==> src/rtl/abro_event_arbiter_if.sv <==
// Shared output port O: a completed channel index offered with valid/ready.
// The arbiter drives the master side; the consumer drives o_ready.
interface abro_event_arbiter_if #(
    parameter int ID_W = 2
);
    logic            o_valid;
    logic [ID_W-1:0] o_ch;
    logic            o_ready;

    modport master (output o_valid, output o_ch, input  o_ready);
    modport slave  (input  o_valid, input  o_ch, output o_ready);
endinterface

==> src/rtl/abro_event_arbiter.sv <==
// N_CH independent ABRO channels sharing one output port through a
// round-robin arbiter; stalled half pairs are abandoned after TIMEOUT cycles.
module abro_event_arbiter #(
    parameter int N_CH    = 4,
    parameter int ID_W    = 2,
    parameter int TIMEOUT = 16,
    parameter int CNT_W   = 5
) (
    input  logic                 clk,
    input  logic                 reset_n,
    input  logic [N_CH-1:0]      A,
    input  logic [N_CH-1:0]      B,
    input  logic [N_CH-1:0]      R,
    abro_event_arbiter_if.master o_port,
    output logic [N_CH-1:0]      timeout,
    output logic [3*N_CH-1:0]    State
);
    typedef enum logic [2:0] {
        WAIT_AB = 3'd0,
        WAIT_B  = 3'd1,
        WAIT_A  = 3'd2,
        PEND    = 3'd3,
        OFFER   = 3'd4,
        DONE    = 3'd5
    } ch_state_t;

    logic            o_valid_reg;
    logic [ID_W-1:0] o_ch_reg;
    logic [ID_W-1:0] ptr_reg;
    logic            accept;
    logic            port_free;
    logic            load;
    logic            sel_found;
    logic [ID_W-1:0] sel_ch;
    logic [ID_W-1:0] idx;
    logic [N_CH-1:0] pend_vec;

    assign accept    = o_valid_reg & o_port.o_ready;
    assign port_free = ~o_valid_reg | o_port.o_ready;
    assign load      = port_free & sel_found;

    assign o_port.o_valid = o_valid_reg;
    assign o_port.o_ch    = o_ch_reg;

    // First pending channel at or after the pointer, wrapping around.
    always_comb begin
        sel_found = 1'b0;
        sel_ch    = '0;
        idx       = '0;
        for (int k = 0; k < N_CH; k++) begin
            idx = ID_W'((int'(ptr_reg) + k) % N_CH);
            if (!sel_found && pend_vec[idx]) begin
                sel_found = 1'b1;
                sel_ch    = idx;
            end
        end
    end

    // A new load may coincide with an acceptance, keeping o_valid high.
    always_ff @(posedge clk or negedge reset_n) begin
        if (!reset_n) begin
            o_valid_reg <= 1'b0;
            o_ch_reg    <= '0;
            ptr_reg     <= '0;
        end else begin
            if (load) begin
                o_valid_reg <= 1'b1;
                o_ch_reg    <= sel_ch;
            end else if (accept) begin
                o_valid_reg <= 1'b0;
            end
            if (accept) begin
                ptr_reg <= (o_ch_reg == ID_W'(N_CH - 1)) ? '0 : o_ch_reg + ID_W'(1);
            end
        end
    end

    generate
        for (genvar gi = 0; gi < N_CH; gi++) begin : g_ch
            ch_state_t        state_reg;
            logic [CNT_W-1:0] cnt_reg;
            logic             to_reg;

            always_ff @(posedge clk or negedge reset_n) begin
                if (!reset_n) begin
                    state_reg <= WAIT_AB;
                    cnt_reg   <= '0;
                    to_reg    <= 1'b0;
                end else begin
                    to_reg <= 1'b0;
                    if (R[gi]) begin
                        state_reg <= WAIT_AB;
                        cnt_reg   <= '0;
                    end else begin
                        case (state_reg)
                            WAIT_AB: begin
                                cnt_reg <= '0;
                                if (A[gi] && B[gi]) state_reg <= PEND;
                                else if (A[gi])     state_reg <= WAIT_B;
                                else if (B[gi])     state_reg <= WAIT_A;
                            end
                            WAIT_B, WAIT_A: begin
                                // The missing event wins over an expiring counter.
                                if ((state_reg == WAIT_B) ? B[gi] : A[gi]) begin
                                    state_reg <= PEND;
                                    cnt_reg   <= '0;
                                end else if (cnt_reg == CNT_W'(TIMEOUT - 1)) begin
                                    state_reg <= WAIT_AB;
                                    cnt_reg   <= '0;
                                    to_reg    <= 1'b1;
                                end else begin
                                    cnt_reg <= cnt_reg + CNT_W'(1);
                                end
                            end
                            PEND:    if (load && sel_ch == ID_W'(gi))     state_reg <= OFFER;
                            OFFER:   if (accept && o_ch_reg == ID_W'(gi)) state_reg <= DONE;
                            DONE:    ;
                            default: state_reg <= WAIT_AB;
                        endcase
                    end
                end
            end

            assign pend_vec[gi]       = (state_reg == PEND);
            assign State[3*gi +: 3]   = state_reg;
            assign timeout[gi]        = to_reg;
        end
    endgenerate
endmodule

==> src/flat_wrapper.sv <==
// flat-port wrapper written by rule: the top's interface ports become plain ports
module abro_event_arbiter_flat 
#(
    parameter int N_CH    = 4,
    parameter int ID_W    = 2,
    parameter int TIMEOUT = 16,
    parameter int CNT_W   = 5
)
  (clk, reset_n, A, B, R, timeout, State, o_port_o_valid, o_port_o_ch, o_port_o_ready);
  abro_event_arbiter_if #(.ID_W(ID_W)) o_port_i ();
  input  logic clk;
  input  logic reset_n;
  input  logic [N_CH-1:0] A;
  input  logic [N_CH-1:0] B;
  input  logic [N_CH-1:0] R;
  output logic [N_CH-1:0] timeout;
  output logic [3*N_CH-1:0] State;
  output wire logic [$bits(o_port_i.o_valid)-1:0] o_port_o_valid;
  output wire logic [$bits(o_port_i.o_ch)-1:0] o_port_o_ch;
  input wire logic [$bits(o_port_i.o_ready)-1:0] o_port_o_ready;
  assign o_port_o_valid = o_port_i.o_valid;
  assign o_port_o_ch = o_port_i.o_ch;
  assign o_port_i.o_ready = o_port_o_ready;
  abro_event_arbiter #(.N_CH(N_CH), .ID_W(ID_W), .TIMEOUT(TIMEOUT), .CNT_W(CNT_W)) u_core (.clk(clk), .reset_n(reset_n), .A(A), .B(B), .R(R), .o_port(o_port_i), .timeout(timeout), .State(State));
endmodule
==> config.mk <==
export PLATFORM = sky130hd
export DESIGN_NAME = abro_event_arbiter_flat
export DESIGN_NICKNAME = d
export VERILOG_FILES = /design/src/rtl/abro_event_arbiter_if.sv /design/src/rtl/abro_event_arbiter.sv /design/src/flat_wrapper.sv
export SDC_FILE = /design/constraint.sdc
export NUM_CORES = 1
export LEC_CHECK = 0
export CAP_MARGIN = 20
export CORE_AREA = 2 2 103 105
export DETAILED_ROUTE_END_ITERATION = 8
export DIE_AREA = 0 0 105 107
export PLACE_DENSITY = 0.56
export RECOVER_POWER = 50
export SLEW_MARGIN = 10
export SYNTH_ARGS = -nofsm -noshare
export SYNTH_HDL_FRONTEND = slang
export SYNTH_SLANG_ARGS = --single-unit
==> constraint.sdc <==
create_clock -name clk -period 1.91 [get_ports clk]
set_clock_uncertainty 0.2 [all_clocks]
set_input_delay 0.2865 -clock clk [delete_from_list [all_inputs] [get_ports clk]]
set_output_delay 0.2865 -clock clk [all_outputs]
set_load 0.01 [all_outputs]
Word level (Yosys, flattened, before mapping). Index checks and enable logic that the tools add are counted.

Add/subtract/negate cells: 8. $lt $le $gt $ge: 4. Eq/ne operators: 50. Mux-type cells: 91. Bitwise operators: 4. Reduce and logical (&&, ||, !) cells: 37.

Operators with widths (count): 2-to-1 mux 3 bit (32); 2-to-1 mux 5 bit (12); case mux 3 bit (5 select lines) (4); case mux 5 bit (2 select lines) (4); 2-to-1 mux 1 bit (30); == test 3 x 2 -> 1 bit, second input constant (8); == test 3 bit, second input constant (8); adder 5 x 1 -> 5 bit, second input constant (4); == test 5 x 4 -> 1 bit, second input constant (4); inequality test 5 x 4 -> 1 bit, second input constant (4); AND reduction 5 bit (4); inequality test 4 x 2 -> 1 bit, second input constant (4); logical AND 1 bit (15); == test 3 x 1 -> 1 bit, second input constant (4); logical NOT 3 bit (4); less-than comparator 2 x 3 -> 1 bit, second input constant (4); inequality test 3 x 2 -> 1 bit, second input constant (4); inequality test 3 bit, second input constant (4); nonzero test 3 bit (4); 2-to-1 mux 2 bit (5); binary-select mux 1 bit (select 2 bit) (4); == test 2 bit, second input constant (4); inequality test 2 bit, second input constant (4); OR reduction 2 bit (4); other kinds (9) (16).

Bits in registers: 41. Input bits: 15. Output and inout port bits: 19. Word-level logic and storage cells: 209.

Depth between registers and ports, before layout.
Depth in word-level cells: 18. Depth in mapped cells: 7. Depth with buffers taken out: 7.

Worst setup path before layout. OpenSTA, ideal clock, no wires.

Kind: flip-flop to flip-flop. Start: register u_core.g_ch[1].state_reg[1]. End: register u_core.g_ch[3].state_reg[2]. Setup time: 122 ps. Arrival: 1702 ps. Data required time: 1588 ps. Setup slack: -113 ps. Stages on the path, launching flop included: 7. Path buffers: 1. Period minus slack after synthesis: 2023 ps. Cells stage by stage: dfrtp_1 -> buf_2 -> and3b_4 -> o41ai_4 -> nand4b_4 -> nor2_2 -> a32o_1.

Word-level cells in the longest chain between the ends: 17. Elaborated cells between the ends (all ways): 28. Those cells by class: 3 x eq/ne; 16 x mux; 1 x bitwise; 8 x reduce/logical.

Ends and longest elaborated chain: start, declared (RTL line abro_event_arbiter.sv:80) `ch_state_t state_reg;`; start signal, assigned (RTL line abro_event_arbiter.sv:86) `state_reg <= WAIT_AB;`; start signal, assigned (RTL line abro_event_arbiter.sv:92) `state_reg <= WAIT_AB;`; start signal, assigned (RTL line abro_event_arbiter.sv:98) `if (A[gi] && B[gi]) state_reg <= PEND;`; == test 3 x 2 -> 1 bit (*) (RTL line abro_event_arbiter.sv:124) `assign pend_vec[gi] = (state_reg == PEND);`; binary-select mux 1 bit (select 2 bit) (RTL line abro_event_arbiter.sv:52) `if (!sel_found && pend_vec[idx]) begin`; 2-to-1 mux 1 bit (not written as such) (RTL line abro_event_arbiter.sv:52); 2-to-1 mux 1 bit (RTL line abro_event_arbiter.sv:52); logical NOT 1 bit (RTL line abro_event_arbiter.sv:52); logical AND 1 bit (RTL line abro_event_arbiter.sv:52); 2-to-1 mux 1 bit (RTL line abro_event_arbiter.sv:52); logical NOT 1 bit (RTL line abro_event_arbiter.sv:52); logical AND 1 bit (RTL line abro_event_arbiter.sv:52); 2-to-1 mux 1 bit (RTL line abro_event_arbiter.sv:52); logical NOT 1 bit (RTL line abro_event_arbiter.sv:52); logical AND 1 bit (RTL line abro_event_arbiter.sv:52); 2-to-1 mux 2 bit / 2-to-1 mux 1 bit (equally long branches) (RTL line abro_event_arbiter.sv:52); == test 2 bit / AND 1 bit (equally long branches) (RTL line abro_event_arbiter.sv:115, abro_event_arbiter.sv:40); logical AND 1 bit (*) (RTL line abro_event_arbiter.sv:115) `PEND: if (load && sel_ch == ID_W'(gi)) state_reg <= OFFER;`; inequality test 3 bit (no source line) (*); AND reduction 5 bit (no source line) (*); end signal, assigned (RTL line abro_event_arbiter.sv:115); end signal, assigned (RTL line abro_event_arbiter.sv:116) `OFFER: if (accept && o_ch_reg == ID_W'(gi)) state_reg <= DONE;`; end signal, assigned (RTL line abro_event_arbiter.sv:118) `default: state_reg <= WAIT_AB;`; end, declared (RTL line abro_event_arbiter.sv:80).

Mark *: on every way between the ends. The rest lies on a longest branch, timed or not. The select of a mux whose other input is x is not followed. A chain may end at the register's enable or synchronous reset.

Worst setup path after layout.
Start: register u_core.g_ch[1].state_reg[0]. End: register u_core.g_ch[3].state_reg[2].

Same word-level chain as after synthesis.

==> results.md <==
- Average cell area after synthesis: 9.25 sq um
- Width of the die: 105 um
- Maximum VDD drop: 0.000456 V
- Post-route cell area: 3820 sq um
- Detail Placement HPWL: 4930 um
- Syn Inst Count: 281
- Global route overflow: 0
- Wire per inst: 12.8 um
- Total Wirelength: 6560 um
- Routed Antenna Nets: 0
- Number of synthesized flops with an enable pin: 0
- Flops & latches, synth: 41
- Synth Net Count: 304
- Final setup fails: 3
- Detailed Routing Iterations Pass 1: 4
- Status: finished with violations
- DRC viols: 0
- Setup WS post-layout: -0.0173 ns
- Largest net degree at the start of global routing: 23
- All-Layer GR Usage: 12.0%
- Ys flop type: dfrtp_1
- Max reg flops: 20
- Placer congestion estimate: 0.776
- Pins Over Slew Limit: 0
- F_max: 0.519 GHz
- Leakage power: 1.67 nW
- Synth area leaders: dfrtp_1, o21ai_0, ha_1
- Fin nets: 397
- Int Pwr: 2.61 mW
- Clock Sinks: 41
- Comb pwr share: 52.8%
- Die Ht: 107 um
- Initial antenna violation count: 1
- CP arrival: 1.92 ns
- Synth top area share: 39.5%
- IO Port Bufs: 33
- DR vias/cell: 4.72
- Max-cap viol count: 0
- Area leader, netlist: dfrtp_1
- CP Capture Type: register
- Asr flop ratio synth: 100%
- Syn Std Cell Area: 2600 sq um
- Layout area overhead: 47.1%
- Worst EP required: 1.90 ns
- Number of DRC markers in iteration 0: 111
- Root Driver: clkbuf_8
- Unrepaired setup endpoints after global routing: yes
- Area after DPL: 3480 sq um
- Vias: 2,418
- Fin Setup TNS: -0.0281 ns
- Critical path fanouts, max: 6
- Flop pwr share: 29.5%
- Fin. Hold Viols: 0
- Clock latency on the worst-skew pair: 0.30 ns
- Power Dens Cells: 1080 nW/um^2
- Top cells by count, synth: dfrtp_1, o21ai_0, nor2_1
- Top-count cell post-synth: dfrtp_1
- Dpl ws: -0.244 ns
- Die ar.: 11,200 sq um
- Inst Count DP: 495
- CTS tree: done
- Clock Power Share: 17.7%
- Total CTS buffers: 5
- Min Tclk post-route: 1.93 ns
- First-pass GRT wire length: 11,100 um
- Number of global-route vias before repair: 2,357
- Clock slew at reported path FFs: 0.08 ns
- H-tree levels: 2
- Transition time at the pin with the least slew margin: 0.576 ns
- Post-synthesis cell type count: 60
- Row count: 37
- Switch Pwr: 1.52 mW
- Crit Path Class: register to register
- Tcrit/Tclk final: 101%
- HP Class: input pin to asynchronous set/reset pin
- Clk buf depth: 2
- Initial Util: 25.8%
- Yosys warns: 0
- Non-Filler Instances: 512
- Max-slew headroom: 61.6%
- Crit start category: register
- Core area: 10,100 sq um
- Io pins: 34
- Failing checks: setup timing
- Sw frac: 36.7%
- Seq/Total Area, Yosys: 39.5%
- Share of cells above drive strength 1: 30.7%
## path summary, 6_finish.rpt
path / depth (start not counted) / slack (ns) / from / end
max in group asynchronous: 3 / 0.34 / reset_n / u_core.o_port.o_ch[1]
worst min register to register: 1 / 0.27 / u_core.g_ch[2].cnt_reg[4] / u_core.g_ch[2].to_reg
worst max-delay path: 6 / -0.02 / u_core.g_ch[1].state_reg[0] / u_core.g_ch[3].state_reg[2]
worst min-delay path: 2 / 0.24 / reset_n / u_core.g_ch[1].cnt_reg[1]
min in group clk: 1 / 0.27 / u_core.g_ch[2].cnt_reg[4] / u_core.g_ch[2].to_reg
worst max register to register: 6 / -0.02 / u_core.g_ch[1].state_reg[0] / u_core.g_ch[3].state_reg[2]
## placed cells by master (no fill, tap or decap), types with 3 or more instances in the layout
cell type         n
a21oi_1          11
a22o_1            4
buf_4            62
buf_6             4
clkbuf_8          6
clkdlybuf4s50_1  24
dfrtp_1          39
dlymetal6s2s_1    5
ha_1              6
inv_1             4
nand2_1          19
nand2b_1          4
nand3_1           9
nand3b_1          7
nand4b_1          3
nor2_1           25
nor2b_1           8
nor3_1            9
nor3b_1           6
nor3b_2           4
nor4_1            3
o21a_1            6
o21ai_0          24
o21ai_1           5
o21ai_2           3
o31ai_1           3
## power groups by stage
stage	registers (mW)	clock network (mW)	logic, mW
2_1_floorplan	1.21	0	1.07
3_3_place_gp	1.22	0	1.96
3_5_place_dp	1.22	0	1.98
4_1_cts	1.21	0.760	2.08
5_1_grt	1.25	0.790	2.37
6_report	1.22	0.733	2.18
## critical path, cell delays in order, from the launching register on
cell and delay (ns):
dfrtp_1 0.39, buf_6 0.13, and3b_4 0.19, o41ai_4 0.40, nand4b_4 0.25, nor2_2 0.04, a32o_1 0.21
## area by class of cell
cell class	instances	area (sq um)
sequential	41	1030
multi-input combinational	219	1620
inverter	5	18.8
timing repair buffer	102	865
clock inverter	1	30.0
fill	1062	6270
clock buffer	7	86.3
antenna	1	2.50
tap	136	170
## logic make-up after synthesis
family                     after synthesis  share of synthesized area (%)
buffers and inverters                   21                           4.04
xor gates and xnor gates                 2                          0.674
AOI/OAI and AO/OA                       88                           24.3
and+or+nand+nor                        117                           26.1
DFF                                     41                           39.5
adders and majority gates                8                           3.85
muxes                                    4                           1.64
## metrics by stage
stage	hold slack, ns	power [mW]	util, %
2_1_floorplan	-0.209	2.28	-
3_3_place_gp	-0.0486	3.18	34.5
3_5_place_dp	-0.0492	3.20	34.5
4_1_cts	0.177	4.05	36.4
5_1_grt	0.277	4.41	37.9
6_report	0.240	4.13	37.9
## metal layers
| layer | vias to the layer above | track usage, % | share of wire, % |
|---|---|---|---|
| met1 | 1147 | 16.1 | 51 |
| met2 | 33 | 19.0 | 44 |
| li1 | 1230 | - | - |
| met3 | 8 | 2.92 | 3.5 |
| met5 | - | 0 | 0 |
| met4 | 0 | 3.43 | 1.3 |
## what timing repair did
action / CTS / global route
buffers inserted: 2 / 5
gates resized for setup: 14 / 29
endpoints found under the setup margin: 14 / 23
pin swaps: 9 / 8
hold endpoints to repair: 41 / 0
hold buffers: 1 / 0
Note: power is estimated with default switching activity, not from simulation.
